## src/rtl/e_branch_predictor_if.sv

```systemverilog
// Fetch-side lookup and execute-side training signals of the branch predictor.
interface e_branch_predictor_if #(
  parameter int PC_W  = 13,
  parameter int CNT_W = 16
);
  logic [PC_W-1:0]  f_pc;
  logic [PC_W-1:0]  pc_predicted;
  logic             pred_taken;
  logic             upd_valid;
  logic [PC_W-1:0]  upd_pc;
  logic [PC_W-1:0]  upd_target;
  logic             upd_taken;
  logic             upd_is_jump;
  logic             upd_mispredict;
  logic [CNT_W-1:0] mispredict_cnt;

  modport master (
    output f_pc, upd_valid, upd_pc, upd_target, upd_taken, upd_is_jump, upd_mispredict,
    input  pc_predicted, pred_taken, mispredict_cnt
  );

  modport slave (
    input  f_pc, upd_valid, upd_pc, upd_target, upd_taken, upd_is_jump, upd_mispredict,
    output pc_predicted, pred_taken, mispredict_cnt
  );
endinterface

```

## src/rtl/e_branch_predictor.sv

```systemverilog
// Direct-mapped BTB with a 2-bit saturating counter per entry, trained by the
// execute stage, plus a saturating mispredict counter for performance debug.
module e_branch_predictor #(
  parameter int IDX_W = 4,
  parameter int PC_W  = 13,
  parameter int CNT_W = 16
) (
  input logic                clk,
  input logic                rst,
  e_branch_predictor_if.slave bp
);
  localparam int DEPTH = 1 << IDX_W;
  localparam int TAG_W = PC_W - IDX_W;

  logic             r_valid  [DEPTH];
  logic [TAG_W-1:0] r_tag    [DEPTH];
  logic [PC_W-1:0]  r_target [DEPTH];
  logic [1:0]       r_ctr    [DEPTH];
  logic [CNT_W-1:0] r_mis_cnt;

  logic [IDX_W-1:0] w_idx;
  logic [TAG_W-1:0] w_tag;
  logic             w_hit;
  logic             w_pred_taken;
  logic [IDX_W-1:0] w_upd_idx;
  logic [TAG_W-1:0] w_upd_tag;
  logic             w_upd_hit;
  logic [1:0]       w_upd_ctr;

  assign w_idx     = bp.f_pc[IDX_W-1:0];
  assign w_tag     = bp.f_pc[PC_W-1:IDX_W];
  assign w_upd_idx = bp.upd_pc[IDX_W-1:0];
  assign w_upd_tag = bp.upd_pc[PC_W-1:IDX_W];

  // Zero-latency lookup; reads pre-update table contents (no write bypass).
  always_comb begin
    w_hit           = r_valid[w_idx] && (r_tag[w_idx] == w_tag);
    w_pred_taken    = w_hit && r_ctr[w_idx][1];
    bp.pred_taken   = w_pred_taken;
    bp.pc_predicted = w_pred_taken ? r_target[w_idx] : bp.f_pc + PC_W'(1);
  end

  // Next counter value for the entry being trained.
  always_comb begin
    w_upd_hit = r_valid[w_upd_idx] && (r_tag[w_upd_idx] == w_upd_tag);
    w_upd_ctr = r_ctr[w_upd_idx];
    if (bp.upd_taken) begin
      if (bp.upd_is_jump)                   w_upd_ctr = 2'b11;
      else if (!w_upd_hit)                  w_upd_ctr = 2'b10;
      else if (r_ctr[w_upd_idx] != 2'b11)   w_upd_ctr = r_ctr[w_upd_idx] + 2'd1;
    end else if (w_upd_hit && r_ctr[w_upd_idx] != 2'b00) begin
      w_upd_ctr = r_ctr[w_upd_idx] - 2'd1;
    end
  end

  // Valid bits and counters: cleared to invalid / weakly-not-taken on reset.
  always_ff @(posedge clk) begin
    if (rst) begin
      for (int unsigned i = 0; i < DEPTH; i++) begin
        r_valid[i] <= 1'b0;
        r_ctr[i]   <= 2'b01;
      end
    end else if (bp.upd_valid) begin
      if (bp.upd_taken) r_valid[w_upd_idx] <= 1'b1;
      // Not-taken misses leave the entry alone; w_upd_ctr holds its old value.
      if (bp.upd_taken || w_upd_hit) r_ctr[w_upd_idx] <= w_upd_ctr;
    end
  end

  // Tag/target only written by taken updates; no reset needed since valid gates them.
  always_ff @(posedge clk) begin
    if (!rst && bp.upd_valid && bp.upd_taken) begin
      r_tag[w_upd_idx]    <= w_upd_tag;
      r_target[w_upd_idx] <= bp.upd_target;
    end
  end

  // Saturating mispredict statistics counter.
  always_ff @(posedge clk) begin
    if (rst) begin
      r_mis_cnt <= '0;
    end else if (bp.upd_valid && bp.upd_mispredict && r_mis_cnt != '1) begin
      r_mis_cnt <= r_mis_cnt + CNT_W'(1);
    end
  end

  assign bp.mispredict_cnt = r_mis_cnt;
endmodule

```

## src/flat_wrapper.sv

```systemverilog
// flat-port wrapper written by rule: the top's interface ports become plain ports
module e_branch_predictor_flat 
#(
  parameter int IDX_W = 4,
  parameter int PC_W  = 13,
  parameter int CNT_W = 16
)
  (clk, rst, bp_f_pc, bp_upd_valid, bp_upd_pc, bp_upd_target, bp_upd_taken, bp_upd_is_jump, bp_upd_mispredict, bp_pc_predicted, bp_pred_taken, bp_mispredict_cnt);
  e_branch_predictor_if #(.PC_W(PC_W), .CNT_W(CNT_W)) bp_i ();
  input logic clk;
  input logic rst;
  input wire logic [$bits(bp_i.f_pc)-1:0] bp_f_pc;
  input wire logic [$bits(bp_i.upd_valid)-1:0] bp_upd_valid;
  input wire logic [$bits(bp_i.upd_pc)-1:0] bp_upd_pc;
  input wire logic [$bits(bp_i.upd_target)-1:0] bp_upd_target;
  input wire logic [$bits(bp_i.upd_taken)-1:0] bp_upd_taken;
  input wire logic [$bits(bp_i.upd_is_jump)-1:0] bp_upd_is_jump;
  input wire logic [$bits(bp_i.upd_mispredict)-1:0] bp_upd_mispredict;
  output wire logic [$bits(bp_i.pc_predicted)-1:0] bp_pc_predicted;
  output wire logic [$bits(bp_i.pred_taken)-1:0] bp_pred_taken;
  output wire logic [$bits(bp_i.mispredict_cnt)-1:0] bp_mispredict_cnt;
  assign bp_i.f_pc = bp_f_pc;
  assign bp_i.upd_valid = bp_upd_valid;
  assign bp_i.upd_pc = bp_upd_pc;
  assign bp_i.upd_target = bp_upd_target;
  assign bp_i.upd_taken = bp_upd_taken;
  assign bp_i.upd_is_jump = bp_upd_is_jump;
  assign bp_i.upd_mispredict = bp_upd_mispredict;
  assign bp_pc_predicted = bp_i.pc_predicted;
  assign bp_pred_taken = bp_i.pred_taken;
  assign bp_mispredict_cnt = bp_i.mispredict_cnt;
  e_branch_predictor #(.IDX_W(IDX_W), .PC_W(PC_W), .CNT_W(CNT_W)) u_core (.clk(clk), .rst(rst), .bp(bp_i));
endmodule
```

## config.mk

```make
export PLATFORM = sky130hd
export DESIGN_NAME = e_branch_predictor_flat
export DESIGN_NICKNAME = d
export VERILOG_FILES = /design/src/rtl/e_branch_predictor_if.sv /design/src/rtl/e_branch_predictor.sv /design/src/flat_wrapper.sv
export SDC_FILE = /design/constraint.sdc
export NUM_CORES = 1
export LEC_CHECK = 0
export BUFFER_PORTS_ARGS = -buffer_cell sky130_fd_sc_hd__buf_2
export CAP_MARGIN = 20
export CELL_PAD_IN_SITES_DETAIL_PLACEMENT = 0
export CELL_PAD_IN_SITES_GLOBAL_PLACEMENT = 2
export CORE_ASPECT_RATIO = 1.2
export CORE_MARGIN = 2
export CORE_UTILIZATION = 43
export DETAILED_ROUTE_END_ITERATION = 10
export HOLD_SLACK_MARGIN = 0.06
export PLACE_DENSITY = 0.75
export SYNTH_ARGS = -nofsm -noshare
export SYNTH_HDL_FRONTEND = slang
export SYNTH_SLANG_ARGS = --single-unit
```

## constraint.sdc

```tcl
create_clock -name clk -period 3.4 [get_ports clk]
set_clock_uncertainty 0.05 [all_clocks]
set_input_delay 0.17 -clock clk [delete_from_list [all_inputs] [get_ports clk]]
set_output_delay 0.17 -clock clk [all_outputs]
set_load 0.1 [all_outputs]
```

==> impl_results.md <==
- Status: finished, violations left
- Failing checks: setup timing
- Critical path's top delay family: multiplexers
- Slew margin rel.: 52.9%
- Synth cell count leaders: edfxtp_1 (384), mux4_2 (149), nor2_1 (76)
- CP max stage delay: 570 ps
- Final worst slack: -34.6 ps
- Vias in the first global route: 10453
- Syn. warnings: 0
- Post-route DRC: 0
- Most frequent CP cell: mux4_2
- Setup TNS: -293 ps
- Post-route insts no fill: 1727
- Final period util: 101%
- Largest area contributor in the netlist: edfxtp_1
- Post-synthesis xor/xnor area fraction: 2.21%
- Die Wd: 192 um
- Largest family of logic cells by synthesized area: multiplexers
- Synth top area cells: edfxtp_1 (63%), mux4_2 (18%), dfxtp_1 (3.5%)
- Peak Freq: 291 MHz
- R2r endpoint: u_core.r_ctr[8][1]
- FF-to-FF setup slack: 190 ps
- Worst-margin pin slew: 707 ps
- Clock Tree Root: clkbuf_16
- CP startpoint kind: flop
- Core Util, Final: 52.5%
- DP Area: 20100 um2
- Synth Instances: 1004
- Row cnt: 82
- Critical path data required time: 3180 ps
- Synth Area in Compound Gates: 2.62%
- Synthesis-to-layout area growth: 20.4%
- First drt pass iteration count: 5
- Synthesized cell area: 18300 um2
- CTS tree: done
- Nets@finish: 1199
- Post-synthesis mux area share: 21.2%
- Post-Place Setup Slack: 59.0 ps
- Syn nets: 1054
- Cells along the critical path: mux4_2 > mux4_2 > xnor2_1 > nand2_1 > nor3b_2 > nand4_1 > buf_6 > clkbuf_16 > a21oi_4 > buf_12
- Antenna violations before repair: 2
- Leak: 7.13 nW
- CP max FO: 6
- CTS buffer count: 43
- Number of synthesized flops with an enable pin: 384
- Sequential cell area fraction in the yosys report: 66.7%
- WP buf/inv: 3
- Total power: 10.9 mW
- Tmin final: 3430 ps
- Slowest cell on the critical path: mux4_2
- Hold Path Class: in -> reg
- Top-count cell post-synth: edfxtp_1
- Vias: 10037
- Power per cell area: 496 nW/um2
- Clk_lat worst skew: 560 ps
- Hold EP: u_core.bp.mispredict_cnt[12]
- Final HPWL DP: 27200 um
- Core area: 41900 um2
- Simple-gate share of the synthesized area: 4.91%
- Largest net degree at the start of global routing: 49
- Global-route usage over all layers: 21.3%
- Final hold violations: 0
- Max Cap Violations: 0
- Via-to-Cell Ratio: 5.81
- DIE AREA: 44100 um2
- Hold Worst Slack: 140 ps
- Ys async rst share: 0%
- DR WL/cell: 26.5 um
- Clock sinks: 416
- # diodes: 0
- Starting Density: 43.6%
- Total gr overflow: 0
- Mapped Avg Cell Area: 18.2 um2
- FF-to-FF Start: u_core.r_tag[15][1]
- Gpl congestion: 0.782
- Design area: 22000 um2
- Kind of critical path: reg -> out
- Area share of the largest cell type after synthesis: 63.1%
- Htree depth: 2
- CP Capture Type: primary output
- Synth unique cells: 46
- Max Slew Vio Count: 0
- DRT iter0 DRCs: 609
- Most used flip-flop cell after synthesis: edfxtp_1
- Final ANT Viol Nets: 0
- #FFs+latches synth: 416
- Die H: 230 um
- Count of input and output buffers: 74
- Share of cells above drive strength 1: 33.1%
- DRT Wirelength: 45700 um
- Reg clk slew, reported paths: 60 ps
- RSZ-0062 raised after global routing: true
- Worst R2R Path Depth: 10
- Final setup viols: 13
- Adder-cell area share of the yosys netlist: 0.343%
- First-pass GRT wire length: 67600 um
- # placed instances: 1619
- I/O pin total: 75
- Hold Crit Depth: 3
- Max clock buf depth: 3
- VDD IR-drop max: 0.324 mV
- Launch point of the worst hold path: rst
- Worst Path Arrival: 3210 ps
==> worst reg2reg max path, delay by kind of cell (launching register included) <==
family | cells | cell delay, ps
AND/OR/NAND/NOR | 4 | 850
multiplexers | 2 | 920
AO/OA/AOI/OAI | 1 | 150
flip-flops | 1 | 390
buffers and inverters | 2 | 330
XOR/XNOR | 1 | 220
==> cells in the final DEF, fill, tap and decap left out, types with 5 or more instances in the layout <==
cell type	instances
edfxtp_1	384
mux4_2	149
buf_2	58
nor2_1	48
clkbuf_16	44
buf_4	37
buf_12	37
nand3_1	35
xor2_1	34
mux2i_1	34
dfxtp_1	32
nand2_1	29
nor2_4	28
dlygate4sd3_1	25
inv_1	20
o22ai_1	17
a21o_1	16
a21oi_4	12
clkinv_1	12
xnor2_1	11
clkbuf_1	11
nor2b_1	10
a21oi_1	8
nand4_1	8
nor3_1	8
and3_1	6
mux4_1	6
a31oi_1	5
a22oi_1	5
ha_1	5
==> repair_timing <==
item                                   CTS  global route
endpoints found under the hold margin  355             0
gates resized for setup                 43             1
setup endpoints to repair               13            49
setup buffers                            3             0
pin swaps                               13             7
gates cloned                             2             1
hold buffers                            25             0
==> power by group <==
| part | internal [mW] | total (mW) | switching [mW] | leakage (nW) |
|---|---|---|---|---|
| Sequential | 5.63 | 5.65 | 0.0211 | 3.69 |
| Combinational | 0.392 | 0.925 | 0.533 | 2.82 |
| Clock | 2.42 | 4.34 | 1.92 | 0.616 |
==> logic make-up (layout without fill, tap and decap cells) <==
logic type / after synthesis / in the layout
xor+xnor: 46 / 46
mux: 190 / 190
simple gates: 190 / 190
fa+ha+maj: 5 / 5
compound gates: 75 / 75
flops: 416 / 416
buf+inv: 82 / 259
==> registers in the layout, indices dropped and copies added (netlist names) <==
name	cells
u_core.bp.mispredict_cnt	16
u_core.r_ctr	32
u_core.r_tag	144
u_core.r_target	208
u_core.r_valid	16
==> metal layers <==
metal  wire (um)  vias up  track usage (%)
met4        1240        4             6.61
li1            -     4371                -
met2       23700      316             36.4
met3        2360       84             3.48
met1       18300     5262             27.8
met5          24        -                0
==> cell type report <==
class / instances / area (um2)
tap: 546 / 683
clock inverter: 23 / 166
sequential: 416 / 12200
clock buffer: 54 / 1120
inverter: 20 / 75.1
timing repair buffer: 162 / 1660
fill: 3352 / 19900
multi-input combinational: 506 / 6110
==> worst max path at each step <==
stage	start	endpoint	slack, ps	cells past startpoint
floorplan	bp_f_pc[0]	bp_pc_predicted[1]	-180	10
global placement	bp_upd_pc[1]	u_core.r_ctr[12][0]	70	10
detailed placement	bp_upd_pc[1]	u_core.r_ctr[0][1]	60	10
CTS	u_core.r_tag[15][1]	bp_pc_predicted[10]	-70	11
global route	u_core.r_tag[4][1]	bp_pc_predicted[2]	-140	10
finish	u_core.r_tag[15][1]	bp_pc_predicted[12]	-30	10
No activity file was read; power rests on OpenSTA's default activity.
